[config.mk]
export PLATFORM = sky130hd
export DESIGN_NAME = axis_packet_fifo
export DESIGN_NICKNAME = d
export VERILOG_FILES = /design/src/rtl/axis_pkg.sv /design/src/rtl/sdp_ram.sv /design/src/rtl/axis_packet_fifo.sv
export SDC_FILE = /design/constraint.sdc
export NUM_CORES = 1
export LEC_CHECK = 0
export ABC_AREA = 1
export BUFFER_PORTS_ARGS = -buffer_cell sky130_fd_sc_hd__buf_2
export CAP_MARGIN = 0
export CORE_MARGIN = 5
export CORE_UTILIZATION = 55
export CTS_CLUSTER_SIZE = 25
export DETAILED_ROUTE_END_ITERATION = 6
export PLACE_DENSITY = 0.79
export SYNTH_ARGS = -nofsm -noshare
export SYNTH_HDL_FRONTEND = slang
export SYNTH_HIERARCHICAL = 1
export SYNTH_SLANG_ARGS = --single-unit
export TNS_END_PERCENT = 30
[constraint.sdc]
create_clock -name clk -period 2.6 [get_ports clk]
set_clock_uncertainty 0.1 [all_clocks]
set_input_delay 0.39 -clock clk [delete_from_list [all_inputs] [get_ports clk]]
set_output_delay 0.39 -clock clk [all_outputs]
set_load 0.02 [all_outputs]
[src/rtl/axis_pkg.sv]
// Shared types and helpers for the AXI-Stream packet FIFO family.
package axis_pkg;

    // Controller mode: normal store-and-forward, or cut-through drain of an
    // oversize packet that can never be held whole.
    typedef enum logic {
        NORMAL = 1'b0,
        DRAIN  = 1'b1
    } fifo_state_t;

    // Pointer width: one extra wrap bit so full and empty are distinguishable.
    function automatic int ptr_width(input int depth);
        return $clog2(depth) + 1;
    endfunction

    // Width of one stored beat: tlast plus 8*bytes of tdata.
    function automatic int word_width(input int bytes);
        return 8 * bytes + 1;
    endfunction

    // Storage word for the default single-byte stream. Modules built for
    // other widths declare the same {tlast, tdata} layout locally from
    // their own AXIS_BYTES.
    localparam int AXIS_BYTES_DEFAULT = 1;

    typedef struct packed {
        logic                              tlast;
        logic [8*AXIS_BYTES_DEFAULT-1:0]   tdata;
    } axis_word_t;

endpackage

[src/rtl/sdp_ram.sv]
// Simple dual-port RAM: one write port, one registered read port.
module sdp_ram #(
    parameter int WIDTH = 9,
    parameter int DEPTH = 64
) (
    input  logic                     clk,
    input  logic                     wen,
    input  logic [$clog2(DEPTH)-1:0] waddr,
    input  logic [WIDTH-1:0]         wdata,
    input  logic                     ren,
    input  logic [$clog2(DEPTH)-1:0] raddr,
    output logic [WIDTH-1:0]         rdata
);

    logic [WIDTH-1:0] mem [DEPTH];

    // Write port.
    always_ff @(posedge clk) begin
        if (wen) begin
            mem[waddr] <= wdata;
        end
    end

    // Synchronous read port; rdata holds when not reading.
    always_ff @(posedge clk) begin
        if (ren) begin
            rdata <= mem[raddr];
        end
    end

endmodule

[src/rtl/axis_packet_fifo.sv]
// Store-and-forward AXI-Stream packet buffer with oversize-packet drain.
//
//   state  | meaning
//   -------+---------------------------------------------------------------
//   NORMAL | only beats of fully written packets are read out
//   DRAIN  | buffer filled by one packet; forward its beats cut-through
//          | until its tlast beat leaves the master port
//
// Pointers: wr_ptr (next write), rd_ptr (next beat to leave the master port,
// frees storage), raddr_ptr (next RAM read into the output skid), commit_ptr
// (wr_ptr just past the most recent tlast). Storage is freed only on pop, so
// beats sitting in the skid still count toward occupancy.
module axis_packet_fifo
    import axis_pkg::*;
#(
    parameter int AXIS_BYTES = 1,
    parameter int DEPTH      = 64
) (
    input  logic                    clk,
    input  logic                    areset,
    output logic                    axis_i_tready,
    input  logic                    axis_i_tvalid,
    input  logic                    axis_i_tlast,
    input  logic [8*AXIS_BYTES-1:0] axis_i_tdata,
    input  logic                    axis_o_tready,
    output logic                    axis_o_tvalid,
    output logic                    axis_o_tlast,
    output logic [8*AXIS_BYTES-1:0] axis_o_tdata,
    output logic [$clog2(DEPTH):0]  pkt_count,
    output logic                    drain
);

    localparam int DW = 8 * AXIS_BYTES;
    localparam int AW = $clog2(DEPTH);
    localparam int PW = ptr_width(DEPTH);
    localparam int WW = word_width(AXIS_BYTES);
    localparam logic [PW-1:0] FULL_OCC = PW'(DEPTH);

    if ((DEPTH < 4) || ((DEPTH & (DEPTH - 1)) != 0)) begin : g_depth_check
        $error("axis_packet_fifo: DEPTH must be a power of two and at least 4");
    end

    typedef struct packed {
        logic          tlast;
        logic [DW-1:0] tdata;
    } word_t;

    logic [PW-1:0] wr_ptr, rd_ptr, raddr_ptr, commit_ptr;
    logic [PW-1:0] wr_ptr_next, rd_ptr_next, rd_limit, pkt_next;
    logic          in_ready;
    logic          wr_fire, pop, ren, ram_valid, tail_seen;
    logic          pkt_inc, pkt_dec;
    logic [1:0]    out_cnt, out_cnt_after, level;
    logic [WW-1:0] ram_rdata;
    word_t         wr_word, ram_word, head_q, tail_q;
    fifo_state_t   state, state_next;

    assign wr_word  = '{tlast: axis_i_tlast, tdata: axis_i_tdata};
    assign ram_word = ram_rdata;

    sdp_ram #(
        .WIDTH (WW),
        .DEPTH (DEPTH)
    ) u_ram (
        .clk   (clk),
        .wen   (wr_fire),
        .waddr (wr_ptr[AW-1:0]),
        .wdata (wr_word),
        .ren   (ren),
        .raddr (raddr_ptr[AW-1:0]),
        .rdata (ram_rdata)
    );

    assign axis_i_tready = in_ready;
    assign axis_o_tvalid = (out_cnt != 2'd0);
    assign axis_o_tlast  = head_q.tlast;
    assign axis_o_tdata  = head_q.tdata;
    assign drain         = (state == DRAIN);

    assign wr_fire       = axis_i_tvalid && in_ready;
    assign pop           = axis_o_tvalid && axis_o_tready;
    assign wr_ptr_next   = wr_ptr + PW'(wr_fire);
    assign rd_ptr_next   = rd_ptr + PW'(pop);

    // Before the oversize packet's tlast arrives, everything written may be
    // read; afterwards reading stops at that tlast so the following packet
    // is once again held until it is complete.
    assign rd_limit      = (state == DRAIN && !tail_seen) ? wr_ptr : commit_ptr;

    // A RAM read lands in the skid one cycle later, so only issue when the
    // skid is guaranteed a free slot even if the consumer stalls.
    assign level         = out_cnt + {1'b0, ram_valid};
    assign out_cnt_after = out_cnt - {1'b0, pop};
    assign ren           = (raddr_ptr != rd_limit) &&
                           ((level <= 2'd1) || ((level == 2'd2) && pop));

    // The oversize packet's own tlast is neither counted in nor counted out.
    assign pkt_inc  = wr_fire && axis_i_tlast && !(state == DRAIN && !tail_seen);
    assign pkt_dec  = pop && head_q.tlast && (state != DRAIN);
    assign pkt_next = pkt_count + PW'(pkt_inc) - PW'(pkt_dec);

    // Pointer, packet-count and input-ready registers. Ready uses the old
    // rd_ptr, so a pop frees space one cycle later but a write can never
    // overrun.
    always_ff @(posedge clk or posedge areset) begin
        if (areset) begin
            wr_ptr     <= '0;
            rd_ptr     <= '0;
            raddr_ptr  <= '0;
            commit_ptr <= '0;
            pkt_count  <= '0;
            in_ready   <= 1'b0;
            ram_valid  <= 1'b0;
        end else begin
            wr_ptr    <= wr_ptr_next;
            rd_ptr    <= rd_ptr_next;
            pkt_count <= pkt_next;
            in_ready  <= ((wr_ptr_next - rd_ptr) != FULL_OCC);
            ram_valid <= ren;
            if (ren) begin
                raddr_ptr <= raddr_ptr + PW'(1);
            end
            if (wr_fire && axis_i_tlast) begin
                commit_ptr <= wr_ptr_next;
            end
        end
    end

    // Two-entry output skid: head drives the master port, tail absorbs the
    // beat already in flight from the RAM when the consumer stalls.
    always_ff @(posedge clk or posedge areset) begin
        if (areset) begin
            head_q  <= '0;
            tail_q  <= '0;
            out_cnt <= 2'd0;
        end else begin
            if (pop) begin
                head_q <= tail_q;
            end
            if (ram_valid) begin
                if (out_cnt_after == 2'd0) begin
                    head_q <= ram_word;
                end else begin
                    tail_q <= ram_word;
                end
            end
            out_cnt <= out_cnt_after + {1'b0, ram_valid};
        end
    end

    // Drain state register and the flag marking that the oversize tail is stored.
    always_ff @(posedge clk or posedge areset) begin
        if (areset) begin
            state     <= NORMAL;
            tail_seen <= 1'b0;
        end else begin
            state <= state_next;
            if (state == DRAIN && state_next == NORMAL) begin
                tail_seen <= 1'b0;
            end else if (state == DRAIN && wr_fire && axis_i_tlast) begin
                tail_seen <= 1'b1;
            end
        end
    end

    // Enter drain when the buffer will be full with no complete packet in it;
    // leave when the oversize tail pops.
    always_comb begin
        state_next = state;
        case (state)
            NORMAL: begin
                if (((wr_ptr_next - rd_ptr_next) == FULL_OCC) && (pkt_next == '0)) begin
                    state_next = DRAIN;
                end
            end
            DRAIN: begin
                if (pop && head_q.tlast) begin
                    state_next = NORMAL;
                end
            end
            default: state_next = NORMAL;
        endcase
    end

endmodule
==> impl_metrics.py <==
metrics = {
    "global_route": {
        "met3_usage_pct": 4.66,
        "antenna_found_initial": 1,
        "grt_pass1_wl_um": 105000,
        "grt_max_degree": 109,
        "overflow": 0,
        "top_usage_layer": "met2",
        "gr-usage-met1_pct": 32.6,
        "grt_use_met2_pct": 41.3,
        "grt_usage_pct": 24.8,
        "grt_pass1_vias": 19100,
    },
    "sta": {
        "fin_ws_ns": -0.101,
        "tightestPinTransition_ns": 0.837,
        "slew_headroom_pct": 44.2,
        "holdWs_ns": 0.100,
        "finalCritPeriodShare_pct": 104,
        "rsz0062_at_grt": "true",
        "final_max_slew_viol_count": 0,
        "fin_crit_ns": 2.70,
        "max_freq_mhz": 370,
        "hold_viol_final": 0,
        "setup_viol": 2,
    },
    "setup_path": {
        "r2r_cells": 16,
        "cp_max_fo": 10,
        "setup.worst_path.class": "flip-flop to flip-flop",
        "rrSetupSlack_ns": -0.10,
        "startpoint_type": "flip-flop",
        "critPathArrivalTime_ns": 3.05,
        "endpoint_kind": "flip-flop",
        "regToRegStartpoint": "axis_i_tready$_DFF_PP0_",
        "cp-startpoint": "axis_i_tready$_DFF_PP0_",
        "crit_end": "axis_i_tready$_DFF_PP0_",
        "critPathRequiredTime_ns": 2.95,
        "r2r-end": "axis_i_tready$_DFF_PP0_",
    },
    "synthesis": {
        "ys_types": 37,
        "synth.area.mux_share_pct": 0.328,
        "yosysWarnings": 6,
        "syn_avg_cell_area_um2": 11.2,
        "syn_inst": 2453,
        "synth_adder_area_share_pct": 1.26,
        "yosys.area_share.simple_pct": 23.1,
        "synth_xor_area_share_pct": 0.989,
        "ys_seq_area_share_pct": 69.4,
        "synth.net_count": 2493,
        "syn_area_um2": 27500,
        "synth-seq-cells": 644,
        "synth_compound_area_share_pct": 0.893,
        "synth_top_family_by_area": "simple AND/OR/NAND/NOR gates",
    },
    "run_status": {
        "status": "finished, violations left",
        "violations": "negative setup slack",
    },
    "worst_hold_path": {
        "hp-class": "input pin to flip-flop",
    },
    "die": {
        "ioPinCount": 32,
        "rows": 81,
        "start_util_pct": 55.9,
        "die_h_um": 233,
        "die_x_um": 233,
        "coreArea_um2": 49200,
        "die_area_um2": 54500,
    },
    "clocking": {
        "cts_made_buffers": 66,
        "clk_path_buf_depth": 3,
        "clockRootBuffer": "clkbuf_16",
        "cts_tree": "done",
        "clk_pin_slew_worst_paths_ns": 0.06,
        "htreeDepth": 3,
        "clk_latency_ns": 0.61,
        "cts_sinks": 644,
    },
    "final_layout": {
        "mostFrequentLayoutCells": "nand2_1, edfxtp_1, nand3_1",
        "final_nets": 2617,
        "stdcell_count": 3292,
        "n_antenna_cell": 0,
        "layout_commonest_cell": "nand2_1",
        "nFillCells": 3476,
        "register_area_um2": 19100,
        "syn2layout_area_growth_pct": 14.2,
        "multiInputGateArea_um2": 7470,
        "drive_above_1_share_pct": 12.5,
    },
    "routing": {
        "via_per_inst": 5.85,
        "wirelength_um": 67700,
        "vias": 19300,
        "drc": 0,
        "drt_iter0_markers": 2189,
        "ant_nets": 0,
        "first_pass_iters": 7,
        "wl_per_cell_um": 20.6,
    },
    "place": {
        "dp_hpwl_um": 39400,
        "dpl_worst_slack_ns": -0.285,
        "place.port_buffers": 31,
        "routabilityCongestion": 0.896,
        "dp.cells": 3166,
    },
    "pwr": {
        "total_power_w": 0.0367,
        "p_leak_nw": 12.1,
        "switching_power_w": 0.0142,
        "pwr-share-comb_pct": 39.9,
        "intPower_w": 0.0225,
        "powerDensity_nw_per_um2": 1170,
        "p_seq_share_pct": 35.0,
        "pwr-share-clk_pct": 25.2,
        "ir_drop_mv": 0.926,
        "switching_share_pct": 38.8,
    },
    "run": {
        "maxCapViolations": 0,
    },
}
==> worst min path at each step <==
stage | cells past startpoint | end | startpoint
floorplan | 2 | commit_ptr[0]$_DFFE_PP0P_ | commit_ptr[0]$_DFFE_PP0P_
global placement | 2 | tail_seen$_DFFE_PP0P_ | tail_seen$_DFFE_PP0P_
detailed placement | 2 | tail_q[8]$_DFFE_PP0P_ | tail_q[8]$_DFFE_PP0P_
CTS | 4 | rd_ptr[0]$_DFF_PP0_ | axis_o_tready
global route | 4 | rd_ptr[0]$_DFF_PP0_ | axis_o_tready
finish | 4 | rd_ptr[0]$_DFF_PP0_ | axis_o_tready
==> worst max-delay path, stage by stage (launching register included) <==
cell	delay (ns)
dfrtp_1	0.38
nand2_1	0.08
inv_2	0.06
buf_6	0.14
ha_4	0.17
ha_4	0.17
xor2_2	0.28
buf_4	0.18
ha_1	0.25
nand2_1	0.08
nand2_1	0.08
nand2_1	0.10
nand2_1	0.10
nand2_1	0.07
nand2_1	0.07
xnor2_1	0.14
nand4_1	0.11
==> flip-flops by register name, summed over array words and instances (netlist names), 2 cells and up <==
signal and flops:
axis_o_tdata 8, commit_ptr 7, out_cnt 2, pkt_count 7
raddr_ptr 7, rd_ptr 7, tail_q 9, u_ram/mem 576
u_ram/rdata 9, wr_ptr 7
==> metal layers <==
| metal | wire (um) | share of wire, % |
|---|---|---|
| met1 | 25400 | 37 |
| met5 | 28 | 0.041 |
| met4 | 2510 | 3.7 |
| met2 | 33000 | 49 |
| met3 | 6810 | 10 |
==> cell families (layout without fill, tap and decap cells) <==
logic type,count (synthesis),in the layout
DFF,644,644
buffers and inverters,213,388
muxes,8,8
xor gates and xnor gates,31,31
and+or+nand+nor,1488,1488
AOI/OAI and AO/OA,42,42
adders and majority gates,27,27
==> power by group through the flow <==
stage / clock network (W) / logic [W] / registers, W
floorplan: 0 / 0.00965 / 0.0131
global placement: 0 / 0.0134 / 0.0130
detailed placement: 0 / 0.0139 / 0.0130
CTS: 0.00933 / 0.0142 / 0.0128
global route: 0.00979 / 0.0160 / 0.0129
finish: 0.00924 / 0.0146 / 0.0129
==> repair_timing <==
action	4_1_cts	5_1_grt
endpoints found under the setup margin	2	2
gates resized for setup	11	10
hold buffers	1	0
buffers inserted	4	2
endpoints found under the hold margin	26	0
pin swaps	4	3
==> cell type report <==
type / instances / area share [%]
flip-flops and latches: 644 / 60.8
multi-input cells: 1596 / 23.8
clock buffers: 83 / 5.63
repair buffers: 185 / 5.00
well taps: 664 / 2.65
clock inverters: 36 / 1.10
inverters: 84 / 1.04
==> through the flow <==
stage	util [%]	TNS, ns	area, um2
2_1_floorplan	-	-0.0907	27500
3_3_place_gp	59.1	-0.317	29000
3_5_place_dp	59.1	-0.558	29000
4_1_cts	63.6	-0.0683	31300
5_1_grt	63.8	-0.460	31400
6_report	63.8	-0.136	31400
==> synth_stat cells <==
master    instances  area [um2]
clkbuf_1         25        93.8
nand2_1         848        3180
xor2_1           24         210
a21o_1            1        7.51
buf_1            13        48.8
a21oi_1          10        50.1
nand2_4           1        11.3
clkinv_1          3        11.3
nor3_1            4        20.0
mux2_2            8        90.1
inv_4             1        6.26
nand2_2           3        18.8
o21bai_1          1        7.51
nor4_1            8        50.1
dfrtp_1          59        1480
inv_2             2        7.51
nand3_4           1        17.5
a31oi_1           8        50.1
buf_2            56         280
ha_1             26         325
nand4_1          16         100
nand3_1         521        2610
o21ai_1           3        15.0
or2_2             2        12.5
buf_6            26         293
inv_6             1        8.76
xnor2_1           7        61.3
buf_4             9        67.6
o21ai_0          13        65.1
o21ai_2           4        35.0
nor2_2            3        18.8
o211ai_1          2        15.0
nor2_1           79         297
inv_1            77         289
edfxtp_1        585       17600
nand3b_1          2        15.0
fa_1              1        20.0
Power figures use the tool's default switching activity.
